File: config.mk
export PLATFORM = sky130hd
export DESIGN_NAME = delay_select_serializer
export DESIGN_NICKNAME = d
export VERILOG_FILES = /design/src/rtl/delay_select_serializer.sv
export SDC_FILE = /design/constraint.sdc
export NUM_CORES = 1
export LEC_CHECK = 0
export CAP_MARGIN = 5
export CORE_MARGIN = 2
export CORE_UTILIZATION = 55
export DETAILED_ROUTE_END_ITERATION = 7
export PLACE_DENSITY = 0.78
export SYNTH_ARGS = -nofsm -noshare
export SYNTH_HDL_FRONTEND = slang
export SYNTH_SLANG_ARGS = --single-unit
File: constraint.sdc
create_clock -name Clock -period 2.6 [get_ports Clock]
set_input_delay 0.52 -clock Clock [delete_from_list [all_inputs] [get_ports Clock]]
set_output_delay 0.52 -clock Clock [all_outputs]
set_load 0.01 [all_outputs]
File: src/rtl/delay_select_serializer.sv
// -----------------------------------------------------------------------------
// delay_select_serializer
//
// Upstream feeder for the 5 ns pulse-shift stage. It packs two 5-bit delay
// codes into the 10-bit frame W = {DelayY, DelayX}. The frame goes out LSB
// first on outData, and outDataClock is derived by dividing Clock. A frame
// requested while one is in flight is held in a one-deep pending buffer,
// where the latest request wins. Done pulses for one cycle at the end of
// every frame.
//
// Parameters:
//   CLK_DIV     system clocks per half-period of outDataClock (1..255)
//   GAP_CYCLES  idle clocks after the last serial clock falls, before Done
//               (1..255)
//
// Ports:
//   Clock         in   system clock, rising edge
//   Reset         in   asynchronous active-high reset
//   DelayX[4:0]   in   X-group code, frame bits [4:0]
//   DelayY[4:0]   in   Y-group code, frame bits [9:5]
//   Load          in   single-cycle transmit request
//   outDataClock  out  serial clock; the shift stage samples on its rise
//   outData       out  serial data
//   Busy          out  frame in flight
//   Pending       out  queued frame waiting
//   Done          out  one-cycle end-of-frame strobe
//
// Optional feature: define DELAY_SER_SKIP_UNCHANGED_EN to suppress
// retransmission of a word equal to the last fully sent one. In that case
// only a Done pulse is produced.
// -----------------------------------------------------------------------------
module delay_select_serializer #(
  parameter int unsigned CLK_DIV    = 4,
  parameter int unsigned GAP_CYCLES = 2
) (
  input  logic       Clock,
  input  logic       Reset,
  input  logic [4:0] DelayX,
  input  logic [4:0] DelayY,
  input  logic       Load,
  output logic       outDataClock,
  output logic       outData,
  output logic       Busy,
  output logic       Pending,
  output logic       Done
);

  typedef enum logic [1:0] {IDLE, LOW, HIGH, GAP} state_t;

  localparam logic [7:0] DIV_LAST = 8'(CLK_DIV - 1);
  localparam logic [7:0] GAP_LAST = 8'(GAP_CYCLES - 1);

  state_t     state_q, state_d;
  logic [9:0] word_q, word_d;
  logic [9:0] pend_word_q, pend_word_d;
  logic       pend_q, pend_d;
  logic [7:0] cnt_q, cnt_d;
  logic [3:0] bit_q, bit_d;
  logic       sclk_q, sclk_d;
  logic       sdata_q, sdata_d;
  logic       busy_q, busy_d;
  logic       done_q, done_d;
  logic [9:0] load_word;
  logic [9:0] start_word;

`ifdef DELAY_SER_SKIP_UNCHANGED_EN
  logic [9:0] last_q, last_d;
  logic       last_vld_q, last_vld_d;
`endif

  assign load_word = {DelayY, DelayX};

  always_ff @(posedge Clock or posedge Reset) begin
    if (Reset) begin
      state_q     <= IDLE;
      word_q      <= '0;
      pend_word_q <= '0;
      pend_q      <= 1'b0;
      cnt_q       <= '0;
      bit_q       <= '0;
      sclk_q      <= 1'b0;
      sdata_q     <= 1'b0;
      busy_q      <= 1'b0;
      done_q      <= 1'b0;
`ifdef DELAY_SER_SKIP_UNCHANGED_EN
      last_q      <= '0;
      last_vld_q  <= 1'b0;
`endif
    end else begin
      state_q     <= state_d;
      word_q      <= word_d;
      pend_word_q <= pend_word_d;
      pend_q      <= pend_d;
      cnt_q       <= cnt_d;
      bit_q       <= bit_d;
      sclk_q      <= sclk_d;
      sdata_q     <= sdata_d;
      busy_q      <= busy_d;
      done_q      <= done_d;
`ifdef DELAY_SER_SKIP_UNCHANGED_EN
      last_q      <= last_d;
      last_vld_q  <= last_vld_d;
`endif
    end
  end

  always_comb begin
    state_d     = state_q;
    word_d      = word_q;
    pend_word_d = pend_word_q;
    pend_d      = pend_q;
    cnt_d       = cnt_q;
    bit_d       = bit_q;
    done_d      = 1'b0;
    start_word  = load_word;
`ifdef DELAY_SER_SKIP_UNCHANGED_EN
    last_d      = last_q;
    last_vld_d  = last_vld_q;
`endif

    // Requests arriving mid-frame are queued; the newest one replaces the old.
    if (Load && (state_q != IDLE)) begin
      pend_word_d = load_word;
      pend_d      = 1'b1;
    end

    case (state_q)
      IDLE: begin
        if (Load || pend_q) begin
          // Fresh inputs take priority over a queued word.
          start_word = Load ? load_word : pend_word_q;
          pend_d     = 1'b0;
          word_d     = start_word;
          bit_d      = '0;
          cnt_d      = '0;
`ifdef DELAY_SER_SKIP_UNCHANGED_EN
          if (last_vld_q && (start_word == last_q)) begin
            done_d = 1'b1;
          end else begin
            state_d = LOW;
          end
`else
          state_d = LOW;
`endif
        end
      end
      LOW: begin
        if (cnt_q == DIV_LAST) begin
          cnt_d   = '0;
          state_d = HIGH;
        end else begin
          cnt_d = cnt_q + 8'd1;
        end
      end
      HIGH: begin
        if (cnt_q == DIV_LAST) begin
          cnt_d = '0;
          if (bit_q == 4'd9) begin
            state_d = GAP;
          end else begin
            bit_d   = bit_q + 4'd1;
            state_d = LOW;
          end
        end else begin
          cnt_d = cnt_q + 8'd1;
        end
      end
      GAP: begin
        if (cnt_q == GAP_LAST) begin
          cnt_d   = '0;
          done_d  = 1'b1;
          state_d = IDLE;
`ifdef DELAY_SER_SKIP_UNCHANGED_EN
          last_d     = word_q;
          last_vld_d = 1'b1;
`endif
        end else begin
          cnt_d = cnt_q + 8'd1;
        end
      end
      default: state_d = IDLE;
    endcase

    // Outputs are registered from the next state, so they carry no decode
    // glitches but keep the same timing as the state itself.
    sclk_d  = (state_d == HIGH);
    sdata_d = ((state_d == LOW) || (state_d == HIGH)) ? word_d[bit_d] : 1'b0;
    busy_d  = (state_d != IDLE);
  end

  assign outDataClock = sclk_q;
  assign outData      = sdata_q;
  assign Busy         = busy_q;
  assign Pending      = pend_q;
  assign Done         = done_q;

endmodule

# Word-level counts from Yosys, hierarchy flattened
# Cells that the tools add are included.
# word_totals
ff_bits	39
elab_cells	54
# op_classes
eq_ne	9
reduce_logical	7
magnitude_cmp	1
n_addsub	2
muxes	25
# op_table
op	n
2-to-1 mux 10 bit	3
2-to-1 mux 8 bit	3
case mux 8 bit (3 select lines)	1
2-to-1 mux 4 bit	3
2-to-1 mux 2 bit	5
adder 8 x 1 -> 8 bit (second input constant)	1
equality test 8 x 1 -> 1 bit (second input constant)	1
equality test 8 x 2 -> 1 bit (second input constant)	1
case mux 2 bit (4 select lines)	1
case mux 4 bit (2 select lines)	1
2-to-1 mux 1 bit	7
equality test 2 bit (second input constant)	3
< comparator 4 x 5 -> 1 bit (second input constant)	1
adder 4 x 1 -> 4 bit (second input constant)	1
binary-select mux 1 bit (select 4 bit)	1
equality test 2 x 1 -> 1 bit (second input constant)	2
equality test 4 bit (second input constant)	1
nonzero test 2 bit	2
logical NOT 2 bit	1
logical OR 1 bit	2
!= test 2 bit (second input constant)	1
OR reduction 2 bit	1
logical AND 1 bit	1

# Logic depth before layout (Yosys ltp)
# logic_depth
word_depth	7
depth_mapped	13
mapped_depth_nobuf	11

# Worst setup path before layout
# No wires, ideal clock.
# synth_timing
kind	register to register
start	register state_q[1]
end	register sdata_q (netlist: outData)
arrival_time_ps	2348
period_less_slack_ps	2439
stages_incl_launch_ff	14
required_ps	2508
setup_time_ps	92
path_buffers	3
slack_ps	161
cell_sequence	dfrtp_1 -> inv_1 -> ha_1 -> buf_2 -> o21ai_0 -> clkbuf_1 -> buf_2 -> and2_1 -> o21ai_0 -> a21o_1 -> inv_1 -> ha_1 -> nand4b_1 -> o31ai_2
# synth_via
elab_chain_len	5
# synth_lines
item	line	rtl
from (decl)	53	state_t state_q, state_d;
from (signal assigned)	90	state_q <= state_d;
equality test 2 bit, or another cell as far along	127	case (state_q)
case mux 2 bit (4 select lines) (*)	127	
via state_d[0]	53	
equality test 2 x 1 -> 1 bit or equality test 2 bit (tied branches)	187	sdata_d = ((state_d == LOW) || (state_d == HIGH)) ? word_d[bit_d] : 1'b0;
logical OR 1 bit (*)	187	
2-to-1 mux 1 bit (*)	187	
via sdata_d	60	logic sdata_q, sdata_d;
to (signal assigned)	97	sdata_q <= sdata_d;
to (decl)	60	
# The timed path passes the listed nets; every way through them passes the cells marked *. The select of a mux whose other input is x is not followed.
# A chain may end at the register's enable or synchronous reset.

# Final worst setup path
# layout_timing
start	register state_q[0]
end	register sdata_q (netlist: outData)
# layout_via
elab_chain_len	5
# layout_lines
item	line	rtl
logical NOT 2 bit	127	
2-to-1 mux 10 bit	127	
via word_d[8]	54	logic [9:0] word_q, word_d;
binary-select mux 1 bit (select 4 bit)	187	
2-to-1 mux 1 bit (implied by the code)	187	
2-to-1 mux 1 bit	187	
via sdata_d	60	
# The timed path passes the listed nets, and every way through them passes these cells. The select of a mux whose other input is x is not followed.

==> results.cfg <==
[clock_tree]
clk_latency_ns = 0.30
cts-root-buf = clkbuf_8
ctsResizeCount = 0
clockBufferDepth = 2
htree_num_levels = 2
clock_sinks = 39
ctsHoldBuffers = 0
numCtsBuffers = 5
clkSlewWorstSetupHoldPaths_ns = 0.07
cts_setup_buffers = 0
tritoncts = built

[layout]
area_growth_pct = 17.29
nets = 249
antenna_cells = 0
final_cell_area_um2 = 2445
final_util_pct = 66.78
drive_gt1_share_pct = 15.49

[timing]
hold_viol_final = 0
maxSlewViolCount = 0
finalCritPeriodShare_pct = 93.37
max_freq_mhz = 411.9
setup_violations = 0
setup_ws_ns = 0.1724
skew_ns = 0.007769
worst-slew-pin-transition_ns = 0.4759
final.setup.tns_ns = 0
rsz0062_at_grt = no
maxSlewHeadroom_pct = 68.27
finalCriticalPeriod_ns = 2.428

[floorplan]
die_h_um = 65.56
io_pins = 18
die_w_um = 65.56
initial_core_util_pct = 56.94
num_rows = 22
dieArea_um2 = 4298
coreArea_um2 = 3661

[pwr]
power.density_nw_per_um2 = 453.0
power_mw = 1.108
vdd_drop_max_uv = 281.5
power.leakage_nw = 1.146

[synth]
synth.ff_latch_count = 39
ys_async_sr_fraction_pct = 100.0
syn_area_um2 = 2084
syn-num-nets = 222
yosysSeqAreaShare_pct = 46.82
synthTopCellsByCount = dfrtp_1 (39), o21ai_0 (26), nand2_1 (22), mux2i_1 (16)
yosysTopAreaCell = dfrtp_1
synth_top_area_share_pct = 46.82
netlist_instances = 198
ys_types = 35
synth_top_flop_cell = dfrtp_1
synth_edf_count = 0
yosys_warnings = 0
synth_area_leaders = dfrtp_1 (47%), mux2i_1 (7.7%), ha_1 (6.6%), o21ai_0 (6.2%), mux2_2 (5.9%)
syn_area_per_cell_um2 = 10.53
synth_most_common_cell = dfrtp_1

[status]
status = finished clean

[drt]
drt_iter0_markers = 107
wl_mm = 4.144
dr.pass1.iters = 5
drt-vias-per-instance = 5.624
drc = 0
vias = 1541
route.met3.wl_um = 163
top_layer = met4
met1_length_mm = 1.945
detail-route-antenna-nets = 0
routedWlPerCell_um = 15.12
wl_met2_mm = 1.972

[placement]
post-place-ws_ns = 0.04656
routabilityCongestion = 0.8555
placed_cell_area_um2 = 2360
port_buffers = 17
dp_hpwl_mm = 3.105

[worst_setup_path]
crit_path_end_kind = flop
crit_arrival_ns = 2.63
start_kind = flop
worstPathMaxFanout = 20
crit_type = flop to flop
cp.required_ns = 2.80

[global_route]
grt_pass1_vias = 1540
track_usage_pct = 22.62
gr-total-overflow = 0
grt_first_pass_wirelength_mm = 7.265
grt_max_degree = 40
antenna_found_initial = 0

[flow_run]
cap_violations = 0

[hold_path]
hold_class = flop to flop
[kinds of logic (layout without fill, tap and decap cells)]
logic type | after synthesis | after routing | synth area share [%]
AND/OR/NAND/NOR | 57 | 57 | 15.31
AO/OA/AOI/OAI | 46 | 46 | 13.99
flip-flops | 39 | 39 | 46.82
multiplexers | 27 | 27 | 13.63
buffers and inverters | 17 | 45 | 3.241
adder cells (fa/ha/maj) | 11 | 11 | 6.603
XOR/XNOR | 1 | 1 | 0.4202
[where the power goes]
part | leakage, nW | total, mW | switching [mW] | internal [mW]
sequential | 0.502 | 0.630 | 0.00818 | 0.622
clock | 0.0412 | 0.404 | 0.217 | 0.187
combinational | 0.602 | 0.0732 | 0.0319 | 0.0414
total | 1.15 | 1.11 | 0.257 | 0.850
[sequential cells by signal, summed over array words and instances (netlist names)]
register,cells
Busy,1
Done,1
Pending,1
bit_q,4
cnt_q,8
outData,1
outDataClock,1
pend_word_q,10
state_q,2
word_q,10
[layout by cell type, fill, tap and decap left out, drive strengths merged, types with 5 or more instances in the layout]
cell type,n
nand2b,5
dfrtp,39
mux2i,16
clkbuf,6
clkdlybuf4s50,17
o21ai,27
nand3,7
inv,10
buf,10
mux2,11
ha,11
nand2,23
nor2,5
[per-layer routing]
| layer | track usage [%] | vias up |
|---|---|---|
| li1 | - | 748 |
| met1 | 30.70 | 750 |
| met2 | 34.57 | 37 |
| met3 | 6.164 | 6 |
| met4 | 8.854 | 0 |
| met5 | 0 | - |
[final timing paths]
check / from / to / slack [ns] / cells past startpoint
setup / recovery: state_q[0]$_DFF_PP0_ / outData$_DFF_PP0_ / 0.17 / 9
max in group asynchronous: Reset / cnt_q[1]$_DFFE_PP0P_ / 1.63 / 3
setup reg to reg: state_q[0]$_DFF_PP0_ / outData$_DFF_PP0_ / 0.17 / 9
hold reg to reg: word_q[3]$_DFF_PP0_ / word_q[3]$_DFF_PP0_ / 0.51 / 2
hold / removal: word_q[3]$_DFF_PP0_ / word_q[3]$_DFF_PP0_ / 0.51 / 2
min in group asynchronous: Reset / state_q[0]$_DFF_PP0_ / 0.64 / 3
[per-stage QoR]
stage / hold slack [ns] / cells
floorplan: 0.4455 / 198
detailed placement: 0.4841 / 266
global placement: 0.4732 / 266
CTS: 0.5062 / 274
global route: 0.5361 / 274
finish: 0.5055 / 274
[critical path: stages (launching register included)]
cell	delay (ns)
dfrtp_1	0.40
inv_1	0.13
ha_1	0.35
o21ai_0	0.17
buf_4	0.22
o21ai_0	0.27
mux2i_1	0.13
or3_1	0.31
o311a_1	0.13
o31ai_2	0.20
[area by class of cell]
class	count	area, µm²
multi-input cells	142	1041
fillers	291	1216
clock buffers	6	72.57
clock inverters	2	12.51
repair buffers	27	245.2
inverters	10	37.54
well taps	48	60.06
flip-flops and latches	39	975.9
Power figures use the tool's default switching activity.
